<file path="config.mk">
export PLATFORM = sky130hd
export DESIGN_NAME = instruction_fetch_flat
export DESIGN_NICKNAME = d
export VERILOG_FILES = /design/src/rtl/instruction_fetch_if.sv /design/src/rtl/instruction_fetch.sv /design/src/flat_wrapper.sv
export SDC_FILE = /design/constraint.sdc
export NUM_CORES = 1
export LEC_CHECK = 0
export BUFFER_PORTS_ARGS = -buffer_cell sky130_fd_sc_hd__clkbuf_2
export CAP_MARGIN = 20
export CORE_ASPECT_RATIO = 1.25
export CORE_UTILIZATION = 55
export DETAILED_ROUTE_END_ITERATION = 16
export GPL_ROUTABILITY_DRIVEN = 0
export GPL_TIMING_DRIVEN = 0
export PLACE_DENSITY = 0.76
export SYNTH_ARGS = -nofsm -noshare
export SYNTH_HDL_FRONTEND = slang
export SYNTH_SLANG_ARGS = --single-unit
</file>
<file path="constraint.sdc">
create_clock -name clk -period 5.5 [get_ports clk]
set_input_delay 0.55 -clock clk [delete_from_list [all_inputs] [get_ports clk]]
set_output_delay 0.55 -clock clk [all_outputs]
set_load 0.005 [all_outputs]
</file>
<file path="src/rtl/instruction_fetch_if.sv">
// Fetch-stage bus: instruction-memory request/response plus the decoder-facing
// instruction handshake and the redirect command.
interface instruction_fetch_if #(
  parameter int unsigned ADDR_W = 32
);
  logic              imem_req;
  logic [ADDR_W-1:0] imem_addr;
  logic              imem_rvalid;
  logic [31:0]       imem_rdata;
  logic              redirect_valid;
  logic [ADDR_W-1:0] redirect_pc;
  logic              instr_valid;
  logic              instr_ready;
  logic [31:0]       instr;
  logic [ADDR_W-1:0] instr_pc;

  modport master (
    output imem_req, imem_addr,
    input  imem_rvalid, imem_rdata,
    input  redirect_valid, redirect_pc,
    output instr_valid,
    input  instr_ready,
    output instr, instr_pc
  );

  modport slave (
    input  imem_req, imem_addr,
    output imem_rvalid, imem_rdata,
    output redirect_valid, redirect_pc,
    input  instr_valid,
    output instr_ready,
    input  instr, instr_pc
  );
endinterface

</file>
<file path="src/rtl/instruction_fetch.sv">
// Fetch stage: PC, single-outstanding instruction-memory requests and an
// in-order prefetch FIFO of {pc, word} feeding the decoder.
module instruction_fetch #(
  parameter int unsigned       ADDR_W   = 32,
  parameter int unsigned       DEPTH    = 4,
  parameter logic [ADDR_W-1:0] RESET_PC = '0
) (
  input logic                 clk,
  input logic                 rst,
  instruction_fetch_if.master bus
);

  localparam int unsigned      PTR_W = $clog2(DEPTH);
  localparam int unsigned      CNT_W = PTR_W + 1;
  localparam logic [CNT_W-1:0] FULL  = CNT_W'(DEPTH);

  typedef struct packed {
    logic [ADDR_W-1:0] pc;
    logic [31:0]       word;
  } entry_t;

  entry_t            r_mem [DEPTH];
  logic [PTR_W-1:0]  r_wr_ptr, r_rd_ptr;
  logic [CNT_W-1:0]  r_count;
  logic [ADDR_W-1:0] r_pc, r_inflight_pc;
  logic              r_outstanding, r_discard;

  logic              w_retire, w_push, w_pop, w_issue, w_valid;
  logic [CNT_W-1:0]  w_count_next;

  // NOTE: every variable written here gets a default first, so no path can
  // leave one unassigned and infer a latch.
  always_comb begin
    w_valid      = 1'b0;
    w_retire     = 1'b0;
    w_push       = 1'b0;
    w_pop        = 1'b0;
    w_count_next = r_count;
    w_issue      = 1'b0;

    w_valid  = !rst && (r_count != '0);
    w_retire = bus.imem_rvalid && r_outstanding;
    w_push   = w_retire && !r_discard && !bus.redirect_valid;
    w_pop    = w_valid && bus.instr_ready && !bus.redirect_valid;
    w_count_next = r_count + CNT_W'(w_push) - CNT_W'(w_pop);
    // Room is judged after this cycle's push/pop, so the single in-flight
    // response always has a free slot when it lands.
    w_issue = !rst && !bus.redirect_valid
              && (!r_outstanding || bus.imem_rvalid)
              && (w_count_next < FULL);
  end

  assign bus.imem_req    = w_issue;
  assign bus.imem_addr   = r_pc;
  assign bus.instr_valid = w_valid;
  assign bus.instr       = r_mem[r_rd_ptr].word;
  assign bus.instr_pc    = r_mem[r_rd_ptr].pc;

  // NOTE: state registers use non-blocking assignments so every register
  // samples the pre-edge values regardless of statement order.
  always_ff @(posedge clk) begin
    if (rst) begin
      r_pc          <= RESET_PC;
      r_inflight_pc <= '0;
      r_count       <= '0;
      r_wr_ptr      <= '0;
      r_rd_ptr      <= '0;
      r_outstanding <= 1'b0;
      r_discard     <= 1'b0;
      // NOTE: the FIFO storage is cleared here only because instr/instr_pc
      // must read 0 after reset; a redirect flush leaves the storage alone.
      for (int i = 0; i < int'(DEPTH); i++) r_mem[i] <= '0;
    end else begin
      if (w_issue)       r_outstanding <= 1'b1;
      else if (w_retire) r_outstanding <= 1'b0;

      if (w_retire)                                 r_discard <= 1'b0;
      else if (bus.redirect_valid && r_outstanding) r_discard <= 1'b1;

      if (bus.redirect_valid) begin
        r_pc     <= bus.redirect_pc;
        r_count  <= '0;
        r_wr_ptr <= '0;
        r_rd_ptr <= '0;
      end else begin
        if (w_issue) begin
          r_pc          <= r_pc + ADDR_W'(4);
          r_inflight_pc <= r_pc;
        end
        if (w_push) begin
          r_mem[r_wr_ptr] <= '{pc: r_inflight_pc, word: bus.imem_rdata};
          r_wr_ptr        <= r_wr_ptr + PTR_W'(1);
        end
        if (w_pop) r_rd_ptr <= r_rd_ptr + PTR_W'(1);
        r_count <= w_count_next;
      end
    end
  end

endmodule

</file>
<file path="src/flat_wrapper.sv">
// flat-port wrapper written by rule: the top's interface ports become plain ports
module instruction_fetch_flat 
#(
  parameter int unsigned       ADDR_W   = 32,
  parameter int unsigned       DEPTH    = 4,
  parameter logic [ADDR_W-1:0] RESET_PC = '0
)
  (clk, rst, bus_imem_req, bus_imem_addr, bus_imem_rvalid, bus_imem_rdata, bus_redirect_valid, bus_redirect_pc, bus_instr_valid, bus_instr_ready, bus_instr, bus_instr_pc);
  instruction_fetch_if #(.ADDR_W(ADDR_W)) bus_i ();
  input logic clk;
  input logic rst;
  output wire logic [$bits(bus_i.imem_req)-1:0] bus_imem_req;
  output wire logic [$bits(bus_i.imem_addr)-1:0] bus_imem_addr;
  input wire logic [$bits(bus_i.imem_rvalid)-1:0] bus_imem_rvalid;
  input wire logic [$bits(bus_i.imem_rdata)-1:0] bus_imem_rdata;
  input wire logic [$bits(bus_i.redirect_valid)-1:0] bus_redirect_valid;
  input wire logic [$bits(bus_i.redirect_pc)-1:0] bus_redirect_pc;
  output wire logic [$bits(bus_i.instr_valid)-1:0] bus_instr_valid;
  input wire logic [$bits(bus_i.instr_ready)-1:0] bus_instr_ready;
  output wire logic [$bits(bus_i.instr)-1:0] bus_instr;
  output wire logic [$bits(bus_i.instr_pc)-1:0] bus_instr_pc;
  assign bus_imem_req = bus_i.imem_req;
  assign bus_imem_addr = bus_i.imem_addr;
  assign bus_i.imem_rvalid = bus_imem_rvalid;
  assign bus_i.imem_rdata = bus_imem_rdata;
  assign bus_i.redirect_valid = bus_redirect_valid;
  assign bus_i.redirect_pc = bus_redirect_pc;
  assign bus_instr_valid = bus_i.instr_valid;
  assign bus_i.instr_ready = bus_instr_ready;
  assign bus_instr = bus_i.instr;
  assign bus_instr_pc = bus_i.instr_pc;
  instruction_fetch #(.ADDR_W(ADDR_W), .DEPTH(DEPTH), .RESET_PC(RESET_PC)) u_core (.clk(clk), .rst(rst), .bus(bus_i));
endmodule
</file>
==> metrics.md, run 1 <==
| Metric | Value |
|---|---|
| Outcome | finished, final reports clean |
| # hold bufs at CTS | 0 |
| Internal Power | 4.10 mW |
| Final setup violation count | 0 |
| GRT Overall Usage | 25.1% |
| Comb pwr share | 5.5% |
| Net Count, Synth | 1189 |
| WP data required | 4.95 ns |
| Layout Nets | 1393 |
| DIE WIDTH | 146 µm |
| First-pass GRT wire length | 51200 µm |
| Yosys reg bits | 331 |
| Async SR Flop Fraction | 0% |
| Peak VDD IR | 198 µV |
| Largest cells by area after synthesis | edfxtp_1, dfxtp_1, mux4_2 |
| FF-to-FF End | u_core.bus.imem_addr[9]$_SDFFE_PP0P_ |
| Cell Pwr Density | 314 nW/µm² |
| Psw | 1.13 mW |
| Reg2Reg Setup Slack | 2.01 ns |
| CTS resizes | 0 |
| RSZ-0062 raised after global routing | no |
| Post-CTS setup buffer count | 0 |
| Htree depth | 1 |
| Hold path depth | 3 |
| Initial antenna violation count | 0 |
| Crit Reg-Reg Startpoint | u_core.r_count[1]$_SDFF_PP0_ |
| Vias per cell | 5.70 |
| Yosys top cell area share | 53.9% |
| Fin. max-slew vios | 0 |
| Hold_sp | bus_redirect_pc[19] |
| CTS tree | done |
| Sequential-to-total area share from yosys stat | 64.5% |
| DRC | 0 |
| Fin crit share | 80.1% |
| Clock transition at the registers of the reported paths | 0.07 ns |
| Synth cell types | 65 |
| Sink Count | 331 |
| Critical path startpoint category | flip-flop |
| Yosys warns | 0 |
| Flop pwr share | 54.3% |
| Hold slack | 0.231 ns |
| R2r worst-path depth | 10 |
| Antenna-violating nets left | 0 |
| Core Area | 25400 µm² |
| Clock Latency Late Sink | 0.57 ns |
| 1st-iter DRT viols | 763 |
| Crit. End Element | primary output |
| Area delta synth->final | 16.9% |
| Placed Cells | 1622 |
| # rows | 65 |
| Max Buffers Root-to-Sink | 3 |
| Crit path from | u_core.r_count[1]$_SDFF_PP0_ |
| Crit path DAT | 3.85 ns |
| Finished Layout Cells | 1678 |
| Num CTS Buffers | 30 |
| Vias in the first global route | 9607 |
| Sw Ratio | 21.5% |
| Total global routing overflow | 0 |
| Post-Syn Instances | 1116 |
| Slew at the pin with the worst max-slew slack | 0.984 ns |
| Final hold viol count | 0 |
| Routed via count | 9564 |
| DIE AREA | 26600 µm² |
| First drt pass iteration count | 8 |
| Pleak | 6.56 nW |
| WS Path Type | reg2out |
| Number of buffers added on ports | 166 |
| Post-synth top flop | edfxtp_1 |
| Initial Util | 56.2% |
| Class of the worst hold path | in2reg |
| Drt total wl | 32700 µm |
| Clock share of power | 40.3% |
| Max Freq | 227 MHz |
| Post-synth EDFFs | 256 |
| Largest net degree at the start of global routing | 55 |
| Detailed placement HPWL | 21400 µm |
| Die height | 182 µm |
| Max_slew headroom | 34.0% |
| N_diodes | 0 |
| Syn_area_per_cell | 12.8 µm² |
| Worst-path maximum fanout | 10 |
| Layout cells sized above 1 | 24.5% |
| Root Driver | clkbuf_16 |
| DR WL/cell | 19.5 µm |
| Post-layout minimum cycle time | 4.40 ns |
| Mapped cell area | 14300 µm² |
| Largest area contributor in the netlist | edfxtp_1 |
| Max Cap Viol | 0 |
| Hold Crit Endpoint | u_core.bus.imem_addr[19]$_SDFFE_PP0P_ |
| I/O Pins | 167 |
| Final Skew | 0.0188 ns |
==> per-stage QoR <==
| step | power (mW) | util, % | cell area, µm² | setup slack [ns] | TNS, ns |
|---|---|---|---|---|---|
| 6_report | 5.23 | 65.7 | 16700 | 1.10 | 0 |
| 5_1_grt | 5.37 | 65.7 | 16700 | 0.903 | 0 |
| 4_1_cts | 5.26 | 65.6 | 16700 | 1.10 | 0 |
| 3_3_place_gp | 3.16 | 61.1 | 15500 | -1.87 | -119.68 |
| 3_5_place_dp | 3.18 | 61.7 | 15700 | 1.26 | 0 |
| 2_1_floorplan | 3.03 | - | 14300 | 0.714 | 0 |
==> synth_stat cells, types with 5 or more instances <==
cell	count
edfxtp_1	256
a211oi_1	7
mux4_2	64
a21oi_1	36
nor3_1	6
clkbuf_1	52
nand4_1	17
and4_1	5
inv_1	71
clkbuf_8	5
xor2_1	6
nor2_1	192
o311ai_0	5
a311oi_1	10
dfxtp_1	75
a31oi_1	10
or4_1	6
nand3b_1	7
nand2_1	152
nor2b_1	5
nand3_1	5
and3_1	6
and2_1	37
buf_2	10
==> cell usage in the layout (no fill, tap or decap), drive strengths merged, types with 6 or more instances in the layout <==
master	n
clkinv	12
a311oi	10
nor2	193
clkbuf	259
xor2	6
mux4	64
a211oi	7
a31oi	10
and3	8
nand2	152
and4	8
nand3	6
or4	6
nor3	7
buf	18
nand3b	7
dfxtp	75
inv	72
and2	38
nand4	19
a21oi	36
edfxtp	256
==> power by group through the flow <==
stage               registers, mW  clock network (mW)  logic, mW
floorplan                    2.88                   0      0.150
global placement             2.89                   0      0.268
detailed placement           2.89                   0      0.285
CTS                          2.84                2.13      0.286
global route                 2.85                2.22      0.308
finish                       2.84                2.11      0.285
==> area by class of cell <==
| type | count | area, µm² |
|---|---|---|
| sequential | 331 | 9190 |
| fill | 1884 | 8710 |
| multi-input combinational | 643 | 4480 |
| timing repair buffer | 172 | 958 |
| clock buffer | 35 | 821 |
| tap | 335 | 419 |
| buffer | 70 | 342 |
| inverter | 72 | 270 |
| clock inverter | 20 | 180 |
==> worst max-delay path, cell delays in order (launching register included) <==
cell and delay [ns]:
dfxtp_1 0.34, or3_2 0.47, and3_1 0.21, ha_1 0.28, inv_1 0.04, ha_1 0.18
fa_1 0.41, xor3_4 0.37, nand3_2 0.31, inv_2 0.30, buf_2 0.24, clkbuf_2 0.15
==> flip-flops by register name, indices dropped and copies added, names as in the netlist, named ones only <==
name	flops
u_core.r_wr_ptr	2
u_core.r_count	3
u_core.r_inflight_pc	32
u_core.r_mem	256
u_core.r_rd_ptr	2
u_core.r_outstanding	1
u_core.r_discard	1
u_core.bus.imem_addr	32
==> layer usage <==
| metal | up-vias | part of all wire [%] | track usage [%] |
|---|---|---|---|
| met3 | 53 | 6.7 | 3.27 |
| met1 | 4692 | 39 | 31.9 |
| met4 | 0 | 2.7 | 8.33 |
| met5 | - | 0 | 0 |
| met2 | 394 | 52 | 44.3 |
| li1 | 4425 | - | - |
==> cell families (layout without fill, tap and decap cells) <==
kind of cell | count (synthesis) | count (layout) | share of synthesized area [%]
compound gates | 93 | 93 | 4.41
xor+xnor | 12 | 12 | 0.992
fa+ha+maj | 4 | 4 | 0.404
buf+inv | 142 | 369 | 4.29
flops | 331 | 331 | 64.5
mux | 66 | 66 | 10.3
simple gates | 468 | 468 | 15.2
==> how the worst max path moves through the flow <==
stage	end	slack [ns]	depth (start not counted)
floorplan	u_core.r_mem[1][0]$_SDFFCE_PN0P_	0.71	5
global placement	u_core.r_mem[1][11]$_SDFFCE_PN0P_	-1.87	6
detailed placement	bus_imem_req	1.26	12
CTS	bus_imem_req	1.10	11
global route	bus_imem_req	0.90	11
finish	bus_imem_req	1.10	11
(Power assumes the default switching activity.)
==> inputs of run 2 (changes only) <==
--- a/config.mk
+++ b/config.mk
@@ -5,6 +5,7 @@
 export SDC_FILE = /design/constraint.sdc
 export NUM_CORES = 1
 export LEC_CHECK = 0
+export ABC_AREA = 1
 export BUFFER_PORTS_ARGS = -buffer_cell sky130_fd_sc_hd__clkbuf_2
 export CAP_MARGIN = 20
 export CORE_ASPECT_RATIO = 1.25
==> constraint.sdc (replaced) <==
create_clock -name clk -period 4.5 [get_ports clk]
set_input_delay 0.45 -clock clk [delete_from_list [all_inputs] [get_ports clk]]
set_output_delay 0.45 -clock clk [all_outputs]
set_load 0.005 [all_outputs]
==> run 2 against run 1 <==
  * Combinational power up 38%
  * Cell count up 28%
  * Sequential share of layout area down 2.5 points
  * Total power up 29%
  * Die area up 4.4%
  * Register-to-register slack worse by 0.38 ns
  * Critical path type unchanged
  * Critical endpoint unchanged
  * Largest cell class unchanged
  * Largest power group unchanged
==> metrics.md, run 2 <==
| Metric | Value |
|---|---|
| Outcome | finished, final reports clean (unchanged) |
| Flop pwr share | 51.5% (was 54.3%) |
| Top post-synthesis cells by count | nor2_1, edfxtp_1, nand2_1 (was edfxtp_1, nor2_1, nand2_1) |
| CTS tree | done (unchanged) |
| Final hold viol count | 0 (unchanged) |
| 1st-iter DRT viols | 957 (was 763) |
| WP data required | 4.05 ns (was 4.95 ns) |
| Hold slack | 0.114 ns (was 0.231 ns) |
| Final Skew | 0.0138 ns (was 0.0188 ns) |
| Drt total wl | 39100 µm (was 32700 µm) |
| Post-layout minimum cycle time | 3.61 ns |
| Pleak | 6.88 nW (was 6.56 nW) |
| Async SR Flop Fraction | 0% (unchanged) |
| R2r worst-path depth | 13 (was 10) |
| FF-to-FF End | u_core.bus.imem_addr[2]$_SDFFE_PP0P_ (was u_core.bus.imem_addr[9]$_SDFFE_PP0P_) |
| Global routing usage on met2 | 52.4% (was 44.3%) |
| I/O Pins | 167 (unchanged) |
| # rows | 66 (was 65) |
| Fin. max-slew vios | 0 (unchanged) |
| Internal Power | 5.28 mW (was 4.10 mW) |
| Hold path depth | 3 (unchanged) |
| DIE AREA | 27700 µm² (was 26600 µm²) |
| Most used cells in the layout excluding fill and tap cells | nor2_1, edfxtp_1, nand2_1, o21ai_0, clkbuf_2 (was edfxtp_1, nor2_1, clkbuf_2, nand2_1, dfxtp_1) |
| Most common cell after layout, fill and taps aside | nor2_1 (was edfxtp_1) |
| Worst-path maximum fanout | 10 (unchanged) |
| Antenna-violating nets left | 0 (unchanged) |
| Total global routing overflow | 0 (unchanged) |
| Max Cap Viol | 0 (unchanged) |
| Most frequent cell after synthesis | nor2_1 (was edfxtp_1) |
| Max Freq | 277 MHz |
| Detailed placement HPWL | 26400 µm (was 21400 µm) |
| Core Area | 26300 µm² (was 25400 µm²) |
| Reg2Reg Setup Slack | 1.63 ns (was 2.01 ns) |
| Sink Count | 331 (unchanged) |
| Post-synth top flop | edfxtp_1 (unchanged) |
| Routed via count | 11.9k (was 9564) |
| Hold Crit Endpoint | u_core.bus.imem_addr[1]$_SDFFE_PP0P_ (was u_core.bus.imem_addr[19]$_SDFFE_PP0P_) |
| GRT Max-Usage Layer | met2 (unchanged) |
| Filler cells | 2065 (was 1884) |
| Largest net degree at the start of global routing | 49 (was 55) |
| RSZ-0062 raised after global routing | no (unchanged) |
| Yosys top cell area share | 51.7% (was 53.9%) |
| Final setup violation count | 0 (unchanged) |
| Crit. End Element | primary output (unchanged) |
| FF+latch area | 9190 µm² (unchanged) |
| Slew at the pin with the worst max-slew slack | 1.02 ns (was 0.984 ns) |
| Area delta synth->final | 17.2% (was 16.9%) |
| Synth cell types | 34 (was 65) |
| Post-CTS setup buffer count | 0 (unchanged) |
| Vias per cell | 5.54 (was 5.70) |
| Class of the worst hold path | in2reg (unchanged) |
| Die height | 186 µm (was 182 µm) |
| Largest cells by area after synthesis | edfxtp_1, dfxtp_1, nor2_1 (was edfxtp_1, dfxtp_1, mux4_2) |
| Htree depth | 1 (unchanged) |
| Crit path DAT | 3.16 ns (was 3.85 ns) |
| Post-Syn Instances | 1579 (was 1116) |
| Crit Reg-Reg Startpoint | u_core.r_count[1]$_SDFF_PP0_ (unchanged) |
| Met1 Track Usage GR | 33.5% (was 31.9%) |
| Layout Nets | 1856 (was 1393) |
| Max_slew headroom | 31.5% (was 34.0%) |
| Clock share of power | 42.6% (was 40.3%) |
| Setup TNS | 0 ns (unchanged) |
| Max reg flops | 256 (unchanged) |
| Sw Ratio | 21.5% (about the same) |
| Post-synth EDFFs | 256 (unchanged) |
| N_diodes | 0 (unchanged) |
| GRT Overall Usage | 28.5% (was 25.1%) |
| Largest area contributor in the netlist | edfxtp_1 (unchanged) |
| # hold bufs at CTS | 0 (unchanged) |
| DR WL/cell | 18.2 µm (was 19.5 µm) |
| Yosys warns | 0 (unchanged) |
| Root Driver | clkbuf_16 (unchanged) |
| Net Count, Synth | 1652 (was 1189) |
| Area of the multi-input gates | 4670 µm² (was 4480 µm²) |
| Mapped cell area | 14900 µm² (was 14300 µm²) |
| WS Path Type | reg2out (unchanged) |
| Psw | 1.45 mW (was 1.13 mW) |
| First drt pass iteration count | 5 (was 8) |
| Number of buffers added on ports | 165 (was 166) |
| Syn_area_per_cell | 9.42 µm² (was 12.8 µm²) |
| Max Buffers Root-to-Sink | 3 (unchanged) |
| Comb pwr share | 5.8% (was 5.5%) |
| Cell Pwr Density | 386 nW/µm² (was 314 nW/µm²) |
| Initial Util | 56.7% (was 56.2%) |
| First-pass GRT wire length | 60500 µm (was 51200 µm) |
| CTS resizes | 0 (unchanged) |
| Initial antenna violation count | 0 (unchanged) |
| Clock Latency Late Sink | 0.56 ns (was 0.57 ns) |
| Hold_sp | bus_redirect_pc[1] (was bus_redirect_pc[19]) |
| DRC | 0 (unchanged) |
| Layout cells sized above 1 | 16.5% (was 24.5%) |
| Yosys reg bits | 331 (unchanged) |
| Clock transition at the registers of the reported paths | 0.06 ns (was 0.07 ns) |
| Vias in the first global route | 11.8k (was 9607) |
| Num CTS Buffers | 31 (was 30) |
| Critical path startpoint category | flip-flop (unchanged) |
| Sequential-to-total area share from yosys stat | 61.8% (was 64.5%) |
| Fin crit share | 80.2% |
| Largest Register | u_core.r_mem (unchanged) |
| DIE WIDTH | 149 µm (was 146 µm) |
| Met3 usage | 3.75% (was 3.27%) |
| Peak VDD IR | 268 µV (was 198 µV) |
[run 2: cell types whose count changed after synthesis, moves of 35 or more]
cell / previous run / this run
nor2_1: 192 / 376
inv_1: 71 / 147
nand3_1: 5 / 56
mux4_2: 64 / 0
and2_1: 37 / 2
o22ai_1: 0 / 64
o21ai_0: 4 / 173
[run 2: worst max-delay path, stage by stage (launching register included)]
cell and delay [ns]:
dfxtp_1 0.33, nor3_1 0.32, nor2_1 0.17, ha_1 0.31, inv_1 0.04, ha_1 0.19
fa_1 0.38, nand2_1 0.11, nand3_2 0.21, inv_2 0.18, buf_4 0.22, clkbuf_2 0.14
[run 2: area by class of cell]
cell class	count	share of cell area, %
Sequential cell	331	52.7
Multi-Input combinational cell	992	26.8
Timing Repair Buffer	171	5.55
Clock buffer	40	4.93
Inverter	164	3.57
Buffer	92	2.47
Tap cell	340	2.44
Clock inverter	17	1.51
[run 2: power groups by stage]
stage               clock network (mW)  registers, mW  logic (mW)
floorplan                            0           3.52       0.215
global placement                     0           3.54       0.362
detailed placement                   0           3.53       0.389
CTS                               2.88           3.46       0.393
global route                      2.99           3.48       0.432
finish                            2.87           3.47       0.392
[run 2: worst max path at each step]
stage                                 startpoint                             to  slack, ns  depth (start not counted)
floorplan                     bus_redirect_valid   u_core.r_mem[3][0]$_DFFE_PP_       0.22                          4
global placement                 bus_imem_rvalid  u_core.r_mem[3][24]$_DFFE_PP_      -2.06                          5
detailed placement                           rst                   bus_imem_req       1.15                         15
CTS                 u_core.r_count[1]$_SDFF_PP0_                   bus_imem_req       0.89                         11
global route        u_core.r_count[1]$_SDFF_PP0_                   bus_imem_req       0.70                         11
finish              u_core.r_count[1]$_SDFF_PP0_                   bus_imem_req       0.89                         11
[run 2: logic make-up (layout without fill, tap and decap cells)]
group / Yosys count / in the layout / synth area share, %
AOI/OAI and AO/OA: 304 / 304 / 10.8
DFF: 331 / 331 / 61.8
and+or+nand+nor: 676 / 676 / 19.5
xor gates and xnor gates: 8 / 8 / 0.471
buffers and inverters: 256 / 484 / 7.08
adders and majority gates: 4 / 4 / 0.387
[run 2: routing by layer]
metal / vias up / routed length (µm)
met2: 560 / 20000
met4: 0 / 1410
met1: 5577 / 14500
met3: 87 / 3240
li1: 5681 / -
met5: - / 0
[run 2: through the flow]
| step | worst slack, ns | instances | utilization (%) | cell area (µm²) | power (mW) |
|---|---|---|---|---|---|
| 3_5_place_dp | 1.15 | 2090 | 62.1 | 16300 | 3.92 |
| 5_1_grt | 0.696 | 2147 | 66.4 | 17400 | 6.89 |
| 4_1_cts | 0.891 | 2147 | 66.4 | 17400 | 6.74 |
| 6_report | 0.893 | 2147 | 66.4 | 17400 | 6.73 |
| 3_3_place_gp | -2.06 | 2084 | 61.4 | 16100 | 3.90 |
| 2_1_floorplan | 0.222 | 1579 | - | 14900 | 3.74 |
